--- config.mk ---
export PLATFORM = sky130hd
export DESIGN_NAME = fetch_stage
export DESIGN_NICKNAME = d
export VERILOG_FILES = /design/src/rtl/fetch_pkg.sv /design/src/rtl/fetch_stage_next_pc_sel.sv /design/src/rtl/fetch_stage.sv
export SDC_FILE = /design/constraint.sdc
export NUM_CORES = 1
export LEC_CHECK = 0
export CAP_MARGIN = 20
export CORE_MARGIN = 4
export CORE_UTILIZATION = 42
export DETAILED_ROUTE_END_ITERATION = 7
export GPL_ROUTABILITY_DRIVEN = 0
export PLACE_DENSITY = 0.74
export SLEW_MARGIN = 30
export SYNTH_ARGS = -nofsm -noshare
export SYNTH_HDL_FRONTEND = slang
export SYNTH_SLANG_ARGS = --single-unit
--- constraint.sdc ---
create_clock -name clk -period 2.4 [get_ports clk]
set_input_delay 0.48 -clock clk [delete_from_list [all_inputs] [get_ports clk]]
set_output_delay 0.48 -clock clk [all_outputs]
set_load 0.05 [all_outputs]
--- src/rtl/fetch_pkg.sv ---
// ============================================================================
//  Module      : fetch_pkg
//  Description : Shared types and constants for the instruction-fetch stage:
//                fetch FSM state encoding, reset PC, bubble instruction word
//                and a saturating-increment helper for the statistics counters.
//  Revision    : 1.0 - initial release
// ============================================================================
`default_nettype none

package fetch_pkg;

  // Fetch FSM states. ISSUE is the only state that drives a request.
  typedef enum logic [1:0] {
    ISSUE  = 2'd0,
    WAIT   = 2'd1,
    HOLD   = 2'd2,
    SQUASH = 2'd3
  } fetch_state_e;

  // Text segment base loaded into the PC on reset.
  localparam logic [31:0] RESET_PC_DEFAULT = 32'h0040_0000;

  // sll $0,$0,0 : the word shown to decode when IF/ID carries a bubble.
  localparam logic [31:0] NOP_INSTR_WORD = 32'h0000_0000;

  // Increment that sticks at all-ones instead of wrapping.
  function automatic logic [31:0] sat_inc(input logic [31:0] value);
    return (value == 32'hFFFF_FFFF) ? value : value + 32'd1;
  endfunction

endpackage : fetch_pkg

`default_nettype wire

--- src/rtl/fetch_stage_next_pc_sel.sv ---
// ============================================================================
//  Module      : next_pc_sel
//  Description : Combinational redirect detection and target selection for
//                the fetch stage. A redirect from decode is only honoured when
//                the IF/ID register is not stalled; the target priority is
//                jr > jump > branch. Target low bits pass through untouched.
//  Revision    : 1.0 - initial release
// ============================================================================
`default_nettype none

module next_pc_sel
  import fetch_pkg::*;
(
  input  logic        stall_d_i,
  input  logic        pcsrc_d_i,
  input  logic [31:0] branch_target_i,
  input  logic        jump_d_i,
  input  logic [31:0] jump_target_i,
  input  logic        jr_d_i,
  input  logic [31:0] jr_target_i,
  output logic        redirect_o,
  output logic [31:0] target_o
);

  // Decode keeps presenting a redirect across a stall, so a stalled
  // redirect is simply ignored here and picked up once the stall clears.
  always_comb begin
    redirect_o = (jr_d_i | jump_d_i | pcsrc_d_i) & ~stall_d_i;
    target_o   = branch_target_i;
    if (jr_d_i) begin
      target_o = jr_target_i;
    end else if (jump_d_i) begin
      target_o = jump_target_i;
    end
  end

endmodule : next_pc_sel

`default_nettype wire

--- src/rtl/fetch_stage.sv ---
// ============================================================================
//  Module      : fetch_stage
//  Description : Instruction-fetch stage. Owns the PC, issues single
//                outstanding requests to a variable-latency instruction
//                memory (req/ready, rvalid), buffers a response that arrives
//                while fetch is stalled, squashes responses made stale by a
//                redirect and drives the IF/ID register feeding decode.
//                Optional macro FETCH_STATS_EN adds saturating counters
//                stat_fetched and stat_squashed.
//  Revision    : 1.0 - initial release
// ============================================================================
`default_nettype none

module fetch_stage
  import fetch_pkg::*;
#(
  parameter logic [31:0] RESET_PC  = RESET_PC_DEFAULT,
  parameter logic [31:0] NOP_INSTR = NOP_INSTR_WORD
) (
  input  logic        clk,
  input  logic        rst,
  input  logic        stallF,
  input  logic        stallD,
  input  logic        pcsrcD,
  input  logic [31:0] branch_target,
  input  logic        jumpD,
  input  logic [31:0] jump_target,
  input  logic        jrD,
  input  logic [31:0] jr_target,
  output logic        imem_req,
  output logic [31:0] imem_addr,
  input  logic        imem_ready,
  input  logic        imem_rvalid,
  input  logic [31:0] imem_rdata,
  output logic [31:0] instrD,
  output logic [31:0] pc_plus_4_decoded,
  output logic        validD
`ifdef FETCH_STATS_EN
  ,
  output logic [31:0] stat_fetched,
  output logic [31:0] stat_squashed
`endif
);

  fetch_state_e state_q, state_d;
  logic [31:0]  pc_q, pc_d;
  logic [31:0]  hold_q, hold_d;
  logic [31:0]  instr_q, instr_d;
  logic [31:0]  ppc4_q, ppc4_d;
  logic         valid_q, valid_d;

  logic         redirect;
  logic [31:0]  target;
  logic         req;
  logic         deliver;
  logic [31:0]  deliver_word;
  logic         squash_evt;
  logic [31:0]  pc_plus_4;

  next_pc_sel u_next_pc_sel (
    .stall_d_i       (stallD),
    .pcsrc_d_i       (pcsrcD),
    .branch_target_i (branch_target),
    .jump_d_i        (jumpD),
    .jump_target_i   (jump_target),
    .jr_d_i          (jrD),
    .jr_target_i     (jr_target),
    .redirect_o      (redirect),
    .target_o        (target)
  );

  // Wraps modulo 2^32 by construction.
  assign pc_plus_4 = pc_q + 32'd4;

  // Next-state logic: one outstanding request, redirects and fetch stalls.
  always_comb begin
    state_d      = state_q;
    pc_d         = pc_q;
    hold_d       = hold_q;
    req          = 1'b0;
    deliver      = 1'b0;
    deliver_word = hold_q;
    squash_evt   = 1'b0;
    case (state_q)
      ISSUE: begin
        req = 1'b1;
        // Until the request is accepted the address may still move.
        if (redirect) begin
          pc_d = target;
        end
        if (imem_ready) begin
          state_d = redirect ? SQUASH : WAIT;
        end
      end
      WAIT: begin
        if (imem_rvalid) begin
          if (redirect) begin
            squash_evt = 1'b1;
            pc_d       = target;
            state_d    = ISSUE;
          end else if (!stallF) begin
            deliver      = 1'b1;
            deliver_word = imem_rdata;
            pc_d         = pc_plus_4;
            state_d      = ISSUE;
          end else begin
            hold_d  = imem_rdata;
            state_d = HOLD;
          end
        end else if (redirect) begin
          // Response still in flight: it must be thrown away on arrival.
          pc_d    = target;
          state_d = SQUASH;
        end
      end
      HOLD: begin
        if (redirect) begin
          squash_evt = 1'b1;
          pc_d       = target;
          state_d    = ISSUE;
        end else if (!stallF) begin
          deliver      = 1'b1;
          deliver_word = hold_q;
          pc_d         = pc_plus_4;
          state_d      = ISSUE;
        end
      end
      SQUASH: begin
        // A further redirect only retargets the PC; the stale response is
        // still owed and must be drained before issuing again.
        if (redirect) begin
          pc_d = target;
        end
        if (imem_rvalid) begin
          squash_evt = 1'b1;
          state_d    = ISSUE;
        end
      end
      default: begin
        state_d = ISSUE;
      end
    endcase
  end

  // IF/ID next value: hold on stallD, otherwise instruction or bubble.
  always_comb begin
    instr_d = instr_q;
    ppc4_d  = ppc4_q;
    valid_d = valid_q;
    if (!stallD) begin
      if (deliver) begin
        instr_d = deliver_word;
        ppc4_d  = pc_plus_4;
        valid_d = 1'b1;
      end else begin
        instr_d = NOP_INSTR;
        valid_d = 1'b0;
      end
    end
  end

  // State, PC, hold buffer and IF/ID registers.
  always_ff @(posedge clk) begin
    if (rst) begin
      state_q <= ISSUE;
      pc_q    <= RESET_PC;
      hold_q  <= 32'h0;
      instr_q <= NOP_INSTR;
      ppc4_q  <= 32'h0;
      valid_q <= 1'b0;
    end else begin
      state_q <= state_d;
      pc_q    <= pc_d;
      hold_q  <= hold_d;
      instr_q <= instr_d;
      ppc4_q  <= ppc4_d;
      valid_q <= valid_d;
    end
  end

  // The request is suppressed during the reset cycle itself.
  assign imem_req          = req & ~rst;
  assign imem_addr         = pc_q;
  assign instrD            = instr_q;
  assign pc_plus_4_decoded = ppc4_q;
  assign validD            = valid_q;

`ifdef FETCH_STATS_EN
  logic [31:0] fetched_q;
  logic [31:0] squashed_q;

  // Saturating counters of delivered and discarded instructions.
  always_ff @(posedge clk) begin
    if (rst) begin
      fetched_q  <= 32'h0;
      squashed_q <= 32'h0;
    end else begin
      if (deliver && !stallD) begin
        fetched_q <= sat_inc(fetched_q);
      end
      if (squash_evt) begin
        squashed_q <= sat_inc(squashed_q);
      end
    end
  end

  assign stat_fetched  = fetched_q;
  assign stat_squashed = squashed_q;
`endif

endmodule : fetch_stage

`default_nettype wire
Word level (Yosys, flattened, before mapping)
Cells that the tools add are included.
- reductions and logical operators: 5
- add/sub/neg operators: 1
- muxes and demuxes: 28
- bitwise logic cells: 7
- eq/ne operators: 7
- operator list (kind ; count):
    $mux 32 ; 11
    $pmux 32 s3 ; 1
    $add 32x3->32 const B ; 1
    $mux 2 ; 9
    $pmux 2 s4 ; 1
    $reduce_and 4->1 ; 2
    $ne 3x3->1 const B ; 2
    $mux 1 ; 5
    $eq 2x2->1 const B ; 2
    $ne 2x2->1 const B ; 2
    $not 1->1 ; 3
    $and 1x1->1 ; 2
    $eq 2x1->1 const B ; 1
    $logic_not 2->1 ; 1
    $or 1x1->1 ; 2
    $pmux 1 s2 ; 1
    $reduce_and 2->1 ; 1
    $reduce_or 2->1 ; 1
- output and inout bits: 98
- flip-flop bits (word level): 131
- logic and storage cells: 54
- input bits: 137

Longest topological paths before layout
Gate-level depths: netlist of the first run.
- word-level depth: 7
- depth in mapped cells: 10
- gate-level depth less buffers: 7

By module
Synthesis of the first run repeated with hierarchy kept, for this count alone.
- cell total of the unflattened synthesis: 807
- area total of the unflattened synthesis: 6687.7 µm²
- modules (own cells, without submodules) (module ; instances ; area an instance (µm²) ; seq. area each (µm²) ; cells an instance):
    fetch_stage ; 1 ; 5973.2 ; 2622.5 ; 698
    next_pc_sel ; 1 ; 714.4 ; 0.0 ; 109

Worst setup path after synthesis of the first run
OpenSTA, ideal clock, no wires.
- path kind: reg-to-reg
- from: register pc_q[2] (netlist: imem_addr[2])
- to: register ppc4_q[26] (netlist: pc_plus_4_decoded[26])
- path buffers: 1
- data arrival time: 2.159 ns
- required time: 2.314 ns
- clock period less this slack: 2.245 ns
- cell stages (with the launch flop): 8
- setup time: 0.086 ns
- slack: 0.155 ns
- cell sequence: dfxtp_1 ha_1 nand4_1 nor3_2 buf_4 nand4_1 xor2_1 a211oi_1
- cells in the longest elaborated chain, start to end: 1
- RTL lines (item ; RTL line ; source):
    start: declaration ; fetch_stage.sv:46 ; logic [31:0] pc_q, pc_d;
    start signal: assignment ; fetch_stage.sv:173 ; pc_q <= pc_d;
    $add 32x3->32 ; fetch_stage.sv:73 ; assign pc_plus_4 = pc_q + 32'd4;
    end signal: assignment ; fetch_stage.sv:176 ; ppc4_q <= ppc4_d;
    end: declaration ; fetch_stage.sv:49 ; logic [31:0] ppc4_q, ppc4_d;
No other way between the ends.
A chain may end at the register's enable or synchronous reset.

Worst setup path after layout of the first run
- from: register pc_q[17] (netlist: imem_addr[17])
- to: output port imem_addr[17]
- RTL lines (item ; RTL line ; source):
    end: declaration ; fetch_stage.sv:31 ; output logic [31:0] imem_addr,
No word-level cell between the ends.

==> results of run 1 <==
==> state kept, by name (all words and copies together) (netlist names) <==
name,flops
hold_q,32
imem_addr,32
instrD,32
pc_plus_4_decoded,32
state_q,2
validD,1
==> path summary, 6_finish.rpt <==
path	to	depth (start not counted)
max	imem_addr[17]	1
min	instrD[1]$_SDFFE_PP0N_	2
max reg2reg	pc_plus_4_decoded[26]$_SDFFE_PP0P_	7
min reg2reg	hold_q[25]$_SDFFE_PP0P_	2
==> through the flow <==
step,hold WS [ns],setup WS [ns],std cells,total power [mW]
floorplan,0.437,0.155,888,4.07
CTS,0.424,0.0342,1330,7.69
finish,0.437,0.0171,1330,7.69
detailed placement,0.447,0.133,1298,5.04
global route,0.440,0.00210,1330,8.03
global placement,0.441,0.174,1298,5.02
==> timing repair <==
action / 4_1_cts / 5_1_grt
setup buffers: 0 / 0
endpoints found under the setup margin: 1 / 3
cloned: 0 / 0
gates resized for setup: 1 / 3
hold endpoints to repair: 0 / 0
==> layer usage <==
metal | global-route usage, % | wire length (um) | up-vias
met3 | 6.69 | 2050 | 34
li1 | - | - | 3534
met4 | 7.11 | 442 | 0
met1 | 34.0 | 9880 | 3328
met5 | 0 | 0 | -
met2 | 36.6 | 10100 | 320
==> cells by family (layout without fill, tap and decap cells) <==
logic type               Yosys count  count (layout)  share of synthesized area (%)
multiplexers                      34              34                           5.02
buffers and inverters             83             309                           5.59
adder cells (fa/ha/maj)            6               6                           1.10
AND/OR/NAND/NOR                  357             357                           23.9
AO/OA/AOI/OAI                    247             247                           22.0
flip-flops                       131             131                           38.6
XOR/XNOR                          30              30                           3.86
==> report_power, final <==
part	internal (mW)	switching [mW]
logic	0.949	1.48
clock network	1.59	1.06
registers	2.34	0.273
==> synthesized netlist by cell type, types with 8 or more instances <==
library cell | number | share of area (%)
mux2i_1 | 33 | 4.9
nand2_1 | 192 | 11
nand3_1 | 21 | 1.5
clkbuf_1 | 39 | 2.2
xor2_1 | 20 | 2.6
dfxtp_1 | 131 | 39
buf_4 | 9 | 0.99
o311ai_0 | 9 | 1.2
nor3_1 | 14 | 1.0
buf_2 | 27 | 2.0
xnor2_1 | 10 | 1.3
a211oi_1 | 33 | 3.6
nand4_1 | 8 | 0.74
a21oi_1 | 116 | 8.5
o21ai_0 | 46 | 3.4
nor2_1 | 83 | 4.6
==> area by class of cell <==
type | count | area, sq um | share of cell area [%]
Clock buffer | 18 | 439 | 4.39
Tap cell | 216 | 270 | 2.70
Timing Repair Buffer | 270 | 2670 | 26.7
Sequential cell | 131 | 2620 | 26.2
Inverter | 7 | 26.3 | 0.263
Multi-Input combinational cell | 674 | 3810 | 38.1
Clock inverter | 14 | 165 | 1.65
==> metrics.md, run 1 <==
| Metric | Value |
|---|---|
| Worst Path Max Fanout | `6` |
| Number of synthesized flops with an enable pin | `0` |
| Slew @ Worst Pin | `between 0.5 and 0.6 ns` |
| Crit path largest cell delay | `between 0.8 and 0.9 ns` |
| Maximum clock path buffer count | `2` |
| RSZ-0062 raised after global routing | `false` |
| Crit-path slowest cell | `clkdlybuf4s50_1` |
| Critical Path AT | `1.90 ns` |
| DRT iter0 DRCs | `just over 700` |
| Root Buffer | `clkbuf_16` |
| Hold Path Class | `in -> reg` |
| Crit path max-delay family | `buffers and inverters` |
| Syn. warnings | `0` |
| Dpl hpwl | `roughly 16 mm` |
| Clock Pin Slew Worst Setup and Hold Paths | `~0.06 ns` |
| Crit path capture type | `output port` |
| Worst path required time | `about 1.9 ns` |
| Row cnt | `46` |
| Max Cap Viol | `0` |
| Setup Skew | `around 0.0092 ns` |
| Fill cell count | `1468` |
| Total grt overflow | `0` |
| I/O Buffers | `234` |
| Worst skew pair latency | `between 0.4 and 0.5 ns` |
| Leakage | `approximately 3.6 nW` |
| Maximum VDD drop | `between 0.5 and 0.6 mV` |
| Crit path launch | `imem_addr[17]$_SDFF_PP0_` |
| Worst R2R Setup Slack | `roughly 0.16 ns` |
| Via density per instance | `between 5 and 6` |
| CTS H-tree depth | `4` |
| Outcome | `finished, final reports clean` |
| DR pass1 iterations | `5` |
| Antenna Cells | `0` |
| I/O pin cnt | `~240` |
| CP Cell Sequence | `clkdlybuf4s50_1` |
| Synth cell types | `61` |
| Main flop type after synthesis | `dfxtp_1` |
| Die height | `~140 um` |
| Worst Path Buf+Inv | `1` |
| DR vias | `between 7000 and 8000` |
| Vias in the first global route | `roughly 6700` |
| Synthesized area | `between 0.006 and 0.007 sq mm` |
| Share of cells above drive strength 1 | `8.80%` |
| CTS Buf Count | `17` |
| Fin. Hold Viols | `0` |
| PD cells | `a little under 800 mW/mm^2` |
| Async SR Flop Fraction | `0%` |
| CTS tree | `done` |
| DRC Markers | `0` |
| Yosys reg bits | `about 130` |
| GRT Util Overall | `about a quarter` |
| Final ANT Viol Nets | `0` |
| Most frequent cells in the layout | `225 x clkdlybuf4s50_1, 192 x nand2_1, 131 x dfxtp_1` |
| Largest net degree at the start of global routing | `a little under 90` |
| Core area | `~0.016 sq mm` |
| Starting Density | `between 40 and 50%` |
| CTS Hold Bufs | `0` |
| Post-Layout Inst Area | `0.0100 sq mm` |
| Min-delay src | `rst` |
| Register area share after synthesis | `38.6%` |
| F_max | `~0.42 GHz` |
| Final period util | `about 99%` |
| Fin. max-slew vios | `0` |
| Final setup TNS | `0 ns` |
| Worst slew margin | `61.8%` |
| Reg2Reg Launch Point | `imem_addr[3]$_SDFF_PP0_` |
| Antenna violations before repair | `0` |
| Critical path class | `reg -> out` |
| Cells after Synth | `888` |
| Count of final setup violators | `0` |
| Syn nets | `about 1000` |
| Fin crit period | `around 2.4 ns` |
| Final layout net count | `between 1000 and 1500` |
| Commonest non-fill, non-tap cell in the layout | `clkdlybuf4s50_1` |
| Die area | `about 0.018 sq mm` |
| Worst Setup Start Kind | `flip-flop` |
| First-pass GRT wire length | `35.7 mm` |
| Routed Wire Length | `~23 mm` |
| P&R area growth vs syn | `47.1%` |
| Avg Cell Area, Syn | `between 7 and 8 sq um` |
| WL/cell | `approximately 17 um` |
| Clock Sink Count | `131` |
| Chip Width | `~140 um` |
| Fin util | `between 60% and 70%` |
| Area post-placement | `roughly 0.0094 sq mm` |
Note: power is estimated with default switching activity, not from simulation.
==> run 2: changes to the inputs <==
--- a/config.mk
+++ b/config.mk
@@ -8,10 +8,12 @@
 export CAP_MARGIN = 20
 export CORE_MARGIN = 4
 export CORE_UTILIZATION = 42
+export CTS_CLUSTER_DIAMETER = 200
 export DETAILED_ROUTE_END_ITERATION = 7
 export GPL_ROUTABILITY_DRIVEN = 0
 export PLACE_DENSITY = 0.74
 export SLEW_MARGIN = 30
 export SYNTH_ARGS = -nofsm -noshare
 export SYNTH_HDL_FRONTEND = slang
+export SYNTH_HIERARCHICAL = 1
 export SYNTH_SLANG_ARGS = --single-unit
==> run 2 against run 1 <==
  * Via count fell by 6.4%
  * Global-route usage fell by 1.5 points
  * Die area fell by 1.6%
  * First-iteration DRC count fell by 6.7%
  * Highest routed layer unchanged
  * Wire length fell by 5.7%
==> metrics.md, run 2 <==
| Metric | Value |
|---|---|
| Outcome | `finished, final reports clean` |
| Crit path capture type | `output port` |
| Starting Density | `43.3% (+0.54 points)` |
| Async SR Flop Fraction | `0% (unchanged)` |
| Fin. max-slew vios | `0 (unchanged)` |
| Slew @ Worst Pin | `0.822 ns (+0.251 ns)` |
| Clock Sink Count | `131 (unchanged)` |
| Register area share after synthesis | `39.2% (+0.65 points)` |
| Power Total | `7.75 mW (+0.71%)` |
| Final ANT Viol Nets | `0 (unchanged)` |
| CP Cell Sequence | `clkdlybuf4s50_1` |
| Antenna Cells | `0 (unchanged)` |
| Fin util | `64.6% (+1.6 points)` |
| DR vias | `6754 (-6.4%)` |
| Chip Width | `134 um (-0.78%)` |
| CTS tree | `done` |
| Synth area leaders | `dfxtp_1 39%, nand2_1 7.3%, mux2i_1 6.0%` |
| Vias in the first global route | `6386 (-4.7%)` |
| Total grt overflow | `0 (unchanged)` |
| I/O pin cnt | `235 (unchanged)` |
| Dpl hpwl | `15.9 mm (-3.2%)` |
| P&R area growth vs syn | `49.0%` |
| Crit-path slowest cell | `clkdlybuf4s50_1` |
| Maximum clock path buffer count | `2 (unchanged)` |
| Cells after Synth | `807 (-9.1%)` |
| Worst slew margin | `45.2% (-17 points)` |
| First-pass GRT wire length | `33.0 mm (-7.4%)` |
| Critical path class | `reg -> out` |
| Leakage | `3.68 nW (+3.2%)` |
| Worst Setup Start Kind | `flip-flop` |
| I/O Buffers | `234 (unchanged)` |
| Synth cell types | `54 (-11%)` |
| Fin crit period | `2.31 ns (-0.0765 ns)` |
| Final layout net count | `1183 (-4.9%)` |
| Dpl cells | `1232 (-5.1%)` |
| Antenna violations before repair | `0 (unchanged)` |
| Fin. Hold Viols | `0 (unchanged)` |
| Die area | `0.0180 sq mm (-1.6%)` |
| CTS H-tree depth | `4 (unchanged)` |
| Core area | `0.0154 sq mm (-2.9%)` |
| Share of cells above drive strength 1 | `12.0% (+3.2 points)` |
| Synth cell count leaders | `131 x dfxtp_1, 130 x nand2_1, 77 x a21oi_1` |
| DRC Markers | `0 (unchanged)` |
| Worst path required time | `1.92 ns (about the same)` |
| Fin cells | `1264 (-5.0%)` |
| Commonest non-fill, non-tap cell in the layout | `clkdlybuf4s50_1` |
| Die height | `134 um (-0.78%)` |
| DRT iter0 DRCs | `657 (-6.7%)` |
| Worst skew pair latency | `0.42 ns (about the same)` |
| Count of final setup violators | `0 (unchanged)` |
| Crit path max-delay family | `buffers and inverters` |
| Number of synthesized flops with an enable pin | `0 (unchanged)` |
| Via density per instance | `5.34 (-1.5%)` |
| GRT Util Overall | `22.8% (-1.5 points)` |
| CTS Buf Count | `17 (unchanged)` |
| Share of the synthesized area in the top cell type | `39.2% (+0.65 points)` |
| Top-count cell post-synth | `dfxtp_1` |
| Maximum VDD drop | `0.554 mV (+1.1%)` |
| Row cnt | `45 (-2.2%)` |
| Clock Pin Slew Worst Setup and Hold Paths | `0.06 ns (about the same)` |
| Setup Skew | `0.00598 ns (-0.00322 ns)` |
| DR pass1 iterations | `5 (unchanged)` |
| Main flop type after synthesis | `dfxtp_1` |
| Post-Layout Inst Area | `0.00997 sq mm (-0.36%)` |
| Avg Cell Area, Syn | `8.29 sq um (+8.2%)` |
| Crit path largest cell delay | `0.89 ns (about the same)` |
| Area post-placement | `0.00937 sq mm (-0.28%)` |
| PD cells | `777 mW/mm^2 (+1.1%)` |
| Synthesized area | `0.00669 sq mm (-1.7%)` |
| Max Cap Viol | `0 (unchanged)` |
| Critical Path AT | `1.83 ns (-0.07 ns)` |
| Root Buffer | `clkbuf_16` |
| RSZ-0062 raised after global routing | `false` |
| Syn. warnings | `6 (+6)` |
| Largest net degree at the start of global routing | `82 (-5.7%)` |
| Cell accounting for the most synthesized area | `dfxtp_1` |
| F_max | `0.434 GHz (+3.3%)` |
| WL/cell | `16.8 um (-0.81%)` |
| Yosys reg bits | `131 (unchanged)` |
| Syn nets | `950 (-7.9%)` |
| Routed Wire Length | `21.2 mm (-5.7%)` |
| Final period util | `96.1% (-3.2 points)` |
| Worst Path Buf+Inv | `1 (unchanged)` |
| Worst Path Max Fanout | `6 (unchanged)` |
| Most frequent cells in the layout | `228 x clkdlybuf4s50_1, 131 x dfxtp_1, 130 x nand2_1` |
| Hold Path Class | `in -> reg` |
[run 2: final cells by class]
cell class | instances | area (sq um)
repair buffers | 283 | 2780
clock buffers | 19 | 443
inverters | 10 | 37.5
flip-flops and latches | 131 | 2620
fillers | 1312 | 5460
clock inverters | 13 | 151
multi-input cells | 597 | 3670
well taps | 211 | 264
[run 2: path summary, 6_finish.rpt]
path	startpoint	endpoint	slack, ns	cells after the start
setup reg to reg	state_q[1]$_SDFFE_PP0P_	imem_addr[16]$_SDFF_PP0_	0.21	7
hold / removal	rst	imem_addr[8]$_SDFF_PP0_	0.41	2
setup / recovery	imem_addr[8]$_SDFF_PP0_	imem_addr[8]	0.09	1
hold reg to reg	hold_q[9]$_SDFFE_PP0P_	hold_q[9]$_SDFFE_PP0P_	0.45	2
[run 2: cell families (layout without fill, tap and decap cells)]
family          count (synthesis)  in the layout  synth area share [%]
fa+ha+maj                       6              6                  1.12
xor+xnor                       28             28                  3.67
mux                            75             75                  11.9
buf+inv                        79            325                  6.12
compound gates                230            230                  20.7
simple gates                  258            258                  17.3
flops                         131            131                  39.2
[run 2: what timing repair did]
item / in CTS / in global routing
gates resized for setup: 0 / 3
hold buffers: 0 / 0
endpoints found under the setup margin: 0 / 13
setup buffers: 0 / 0
[run 2: metal layers]
| layer | up-vias | GRT usage (%) | share of wire, % |
|---|---|---|---|
| met5 | - | 0 | 0 |
| met4 | 0 | 7.52 | 2.1 |
| met3 | 33 | 6.15 | 9.1 |
| met2 | 319 | 37.1 | 47 |
| met1 | 3068 | 29.4 | 42 |
| li1 | 3334 | - | - |
[run 2: report_power, final]
| group | internal [mW] | switching [mW] | total [mW] | leakage, nW |
|---|---|---|---|---|
| Clock | 1.57 | 1.02 | 2.60 | 0.282 |
| Sequential | 2.36 | 0.235 | 2.59 | 1.06 |
| Combinational | 1.05 | 1.50 | 2.55 | 2.34 |
[run 2: metrics by stage]
step	setup slack [ns]	TNS, ns	hold WS (ns)
after CTS	0.0758	0	0.378
final	0.0936	0	0.406
after global routing	0.0446	0	0.401
after global placement	-0.189	-9.06	0.439
after floorplan	0.0944	0	0.432
after detailed placement	-0.257	-9.69	0.447
==> run 3: changes to the inputs <==
--- a/config.mk
+++ b/config.mk
@@ -7,11 +7,11 @@
 export LEC_CHECK = 0
 export CAP_MARGIN = 20
 export CORE_MARGIN = 4
-export CORE_UTILIZATION = 42
+export CORE_UTILIZATION = 46
 export CTS_CLUSTER_DIAMETER = 200
 export DETAILED_ROUTE_END_ITERATION = 7
 export GPL_ROUTABILITY_DRIVEN = 0
-export PLACE_DENSITY = 0.74
+export PLACE_DENSITY_LB_ADDON = 0.08
 export SLEW_MARGIN = 30
 export SYNTH_ARGS = -nofsm -noshare
 export SYNTH_HDL_FRONTEND = slang
==> run 3 against run 2 <==
  * Critical endpoint is now imem_addr[4]
  * Critical path type unchanged
  * Wire length is 5.0% lower
  * Critical path depth unchanged
  * Power about the same
  * Largest power group unchanged
  * Non-clock buffer count shrank 5
  * Combinational power is 2% lower
  * Core utilization increased by 5.9 points
  * Count of clock-buffer cells in the layout up 3
  * Global-route usage up 1.1 points
  * Sequential power about the same
  * Register-to-register slack worse by 0.05 ns
==> metrics.md, run 3 (synthesis gave the netlist of run 2 again) <==
| Metric | Value |
|---|---|
| Hold WS | `0.448 ns (+0.0422 ns)` |
| Worst Path Max Fanout | `9 (+3)` |
| Fin crit period | `2.31 ns (+0.00195 ns)` |
| Count of final setup violators | `0 (unchanged)` |
| Largest net degree at the start of global routing | `77 (-6.1%)` |
| RSZ-0062 raised after global routing | `false` |
| Share of cells above drive strength 1 | `11.3% (-0.71 points)` |
| Crit path capture type | `output port` |
| Dpl hpwl | `14.6 mm (-8.2%)` |
| Die area | `0.0165 sq mm (-8.2%)` |
| Final layout net count | `1178 (-0.42%)` |
| PD cells | `783 mW/mm^2 (+0.74%)` |
| Clock power share | `34.2% (+0.6 points)` |
| Via density per instance | `5.38 (+0.72%)` |
| I/O Buffers | `234 (unchanged)` |
| Final ANT Viol Nets | `0 (unchanged)` |
| Final period util | `96.2% (about the same)` |
| DRC Markers | `0 (unchanged)` |
| Vias in the first global route | `6285 (-1.6%)` |
| Flop pwr share | `33.5% (about the same)` |
| Clock Sink Count | `131 (unchanged)` |
| Root Buffer | `clkbuf_16` |
| F_max | `0.433 GHz (about the same)` |
| CTS H-tree depth | `4 (unchanged)` |
| Worst Path Buf+Inv | `1 (unchanged)` |
| Worst slew margin | `48.1% (+2.9 points)` |
| Worst skew pair latency | `0.42 ns (about the same)` |
| Crit-path slowest cell | `clkdlybuf4s50_1` |
| Crit path max-delay family | `buffers and inverters` |
| First-pass GRT wire length | `31.7 mm (-4.2%)` |
| Most frequent cells in the layout | `230 x clkdlybuf4s50_1, 131 x dfxtp_1, 130 x nand2_1` |
| Antenna Cells | `0 (unchanged)` |
| Clock Pin Slew Worst Setup and Hold Paths | `0.06 ns (about the same)` |
| Fin. max-slew vios | `0 (unchanged)` |
| Cell internal pwr | `5.11 mW (+2.5%)` |
| Fin. Hold Viols | `0 (unchanged)` |
| Outcome | `finished, final reports clean` |
| Routed Wire Length | `20.1 mm (-5.0%)` |
| WL/cell | `16.4 um (-2.3%)` |
| DRT iter0 DRCs | `530 (-19%)` |
| CP Cell Sequence | `clkdlybuf4s50_1` |
| Total grt overflow | `0 (unchanged)` |
| Slew @ Worst Pin | `0.779 ns (-0.0438 ns)` |
| Maximum clock path buffer count | `2 (unchanged)` |
| Die height | `129 um (-4.2%)` |
| Commonest non-fill, non-tap cell in the layout | `clkdlybuf4s50_1` |
| Worst path required time | `1.92 ns (about the same)` |
| Crit path largest cell delay | `0.88 ns (about the same)` |
| Antenna violations before repair | `0 (unchanged)` |
| P&R area growth vs syn | `48.0%` |
| Critical path class | `reg -> out` |
| Setup Skew | `0.0103 ns (+0.00430 ns)` |
| Maximum VDD drop | `0.741 mV (+34%)` |
| CTS Buf Count | `17 (unchanged)` |
| Comb power frac | `32.3% (-0.7 points)` |
| Critical Path AT | `1.83 ns (about the same)` |
| Leakage | `3.67 nW (-0.24%)` |
| I/O pin cnt | `235 (unchanged)` |
| Fin util | `70.5% (+5.9 points)` |
| Chip Width | `129 um (-4.2%)` |
| Starting Density | `47.6% (+4.3 points)` |
| Max Cap Viol | `0 (unchanged)` |
| Row cnt | `43 (-4.4%)` |
| Worst Setup Start Kind | `flip-flop` |
| DR pass1 iterations | `5 (unchanged)` |
| GRT Util Overall | `23.9% (+1.1 points)` |
| Hold Path Class | `reg -> reg` |
| Switching Fraction | `34.1% (-1.6 points)` |
| Switching pwr | `2.64 mW (-4.5%)` |
| DR vias | `6609 (-2.1%)` |
| CTS tree | `done` |
| Core area | `0.0140 sq mm (-9.0%)` |
| CTS Hold Bufs | `0 (unchanged)` |
## run 3: timing repair
| action | CTS | global route |
|---|---|---|
| buffers inserted | 0 | 0 |
| gates resized for setup | 1 | 3 |
| gates cloned | 0 | 0 |
| pin swaps | 0 | 0 |
| setup endpoints to repair | 6 | 14 |
## run 3: metal layers
metal  global-route usage (%)  vias up  wire length [um]
li1                         -     3331                 -
met1                     29.3     3050              8500
met2                     42.1      200             10200
met3                     5.52       28              1080
met4                     6.86        0               372
met5                        0        -                 0
## run 3: power groups by stage
stage,combinational (mW),sequential (mW),clock [mW]
floorplan,1.09,3.03,0
global placement,2.45,2.63,0
detailed placement,2.47,2.63,0
CTS,2.48,2.59,2.69
global route,2.67,2.63,2.79
finish,2.51,2.60,2.65
## run 3: path summary, 6_finish.rpt
| check | slack (ns) | start | cells after the start | to |
|---|---|---|---|---|
| setup / recovery | 0.09 | imem_addr[4]$_SDFF_PP0_ | 1 | imem_addr[4] |
| hold / removal | 0.45 | hold_q[7]$_SDFFE_PP0P_ | 2 | hold_q[7]$_SDFFE_PP0P_ |
| setup reg to reg | 0.16 | state_q[1]$_SDFFE_PP0P_ | 7 | imem_addr[13]$_SDFF_PP0_ |
| hold reg to reg | 0.45 | hold_q[7]$_SDFFE_PP0P_ | 2 | hold_q[7]$_SDFFE_PP0P_ |
## run 3: worst reg2reg max path, delay by kind of cell, from the launching register on
kind            cells  cell delay, ns
compound gates      3            0.48
fa+ha+maj           1            0.35
buf+inv             1            0.10
flops               1            0.39
simple gates        2            0.79
## run 3: final cells by class
class,count,area [sq um]
flip-flops and latches,131,2620
clock buffers,22,474
repair buffers,278,2730
inverters,10,37.5
multi-input cells,597,3670
well taps,180,225
clock inverters,10,129
fillers,1142,4150
## run 3: through the flow
stage	std cells	area, sq um	setup slack [ns]	power (mW)	TNS (ns)
finish	1228	9900	0.0916	7.75	0
global route	1228	9900	0.0408	8.08	0
CTS	1228	9890	0.0562	7.76	0
detailed placement	1196	9280	-0.447	5.10	-12.43
global placement	1196	9280	-0.373	5.08	-11.09
floorplan	807	6690	0.0944	4.12	0
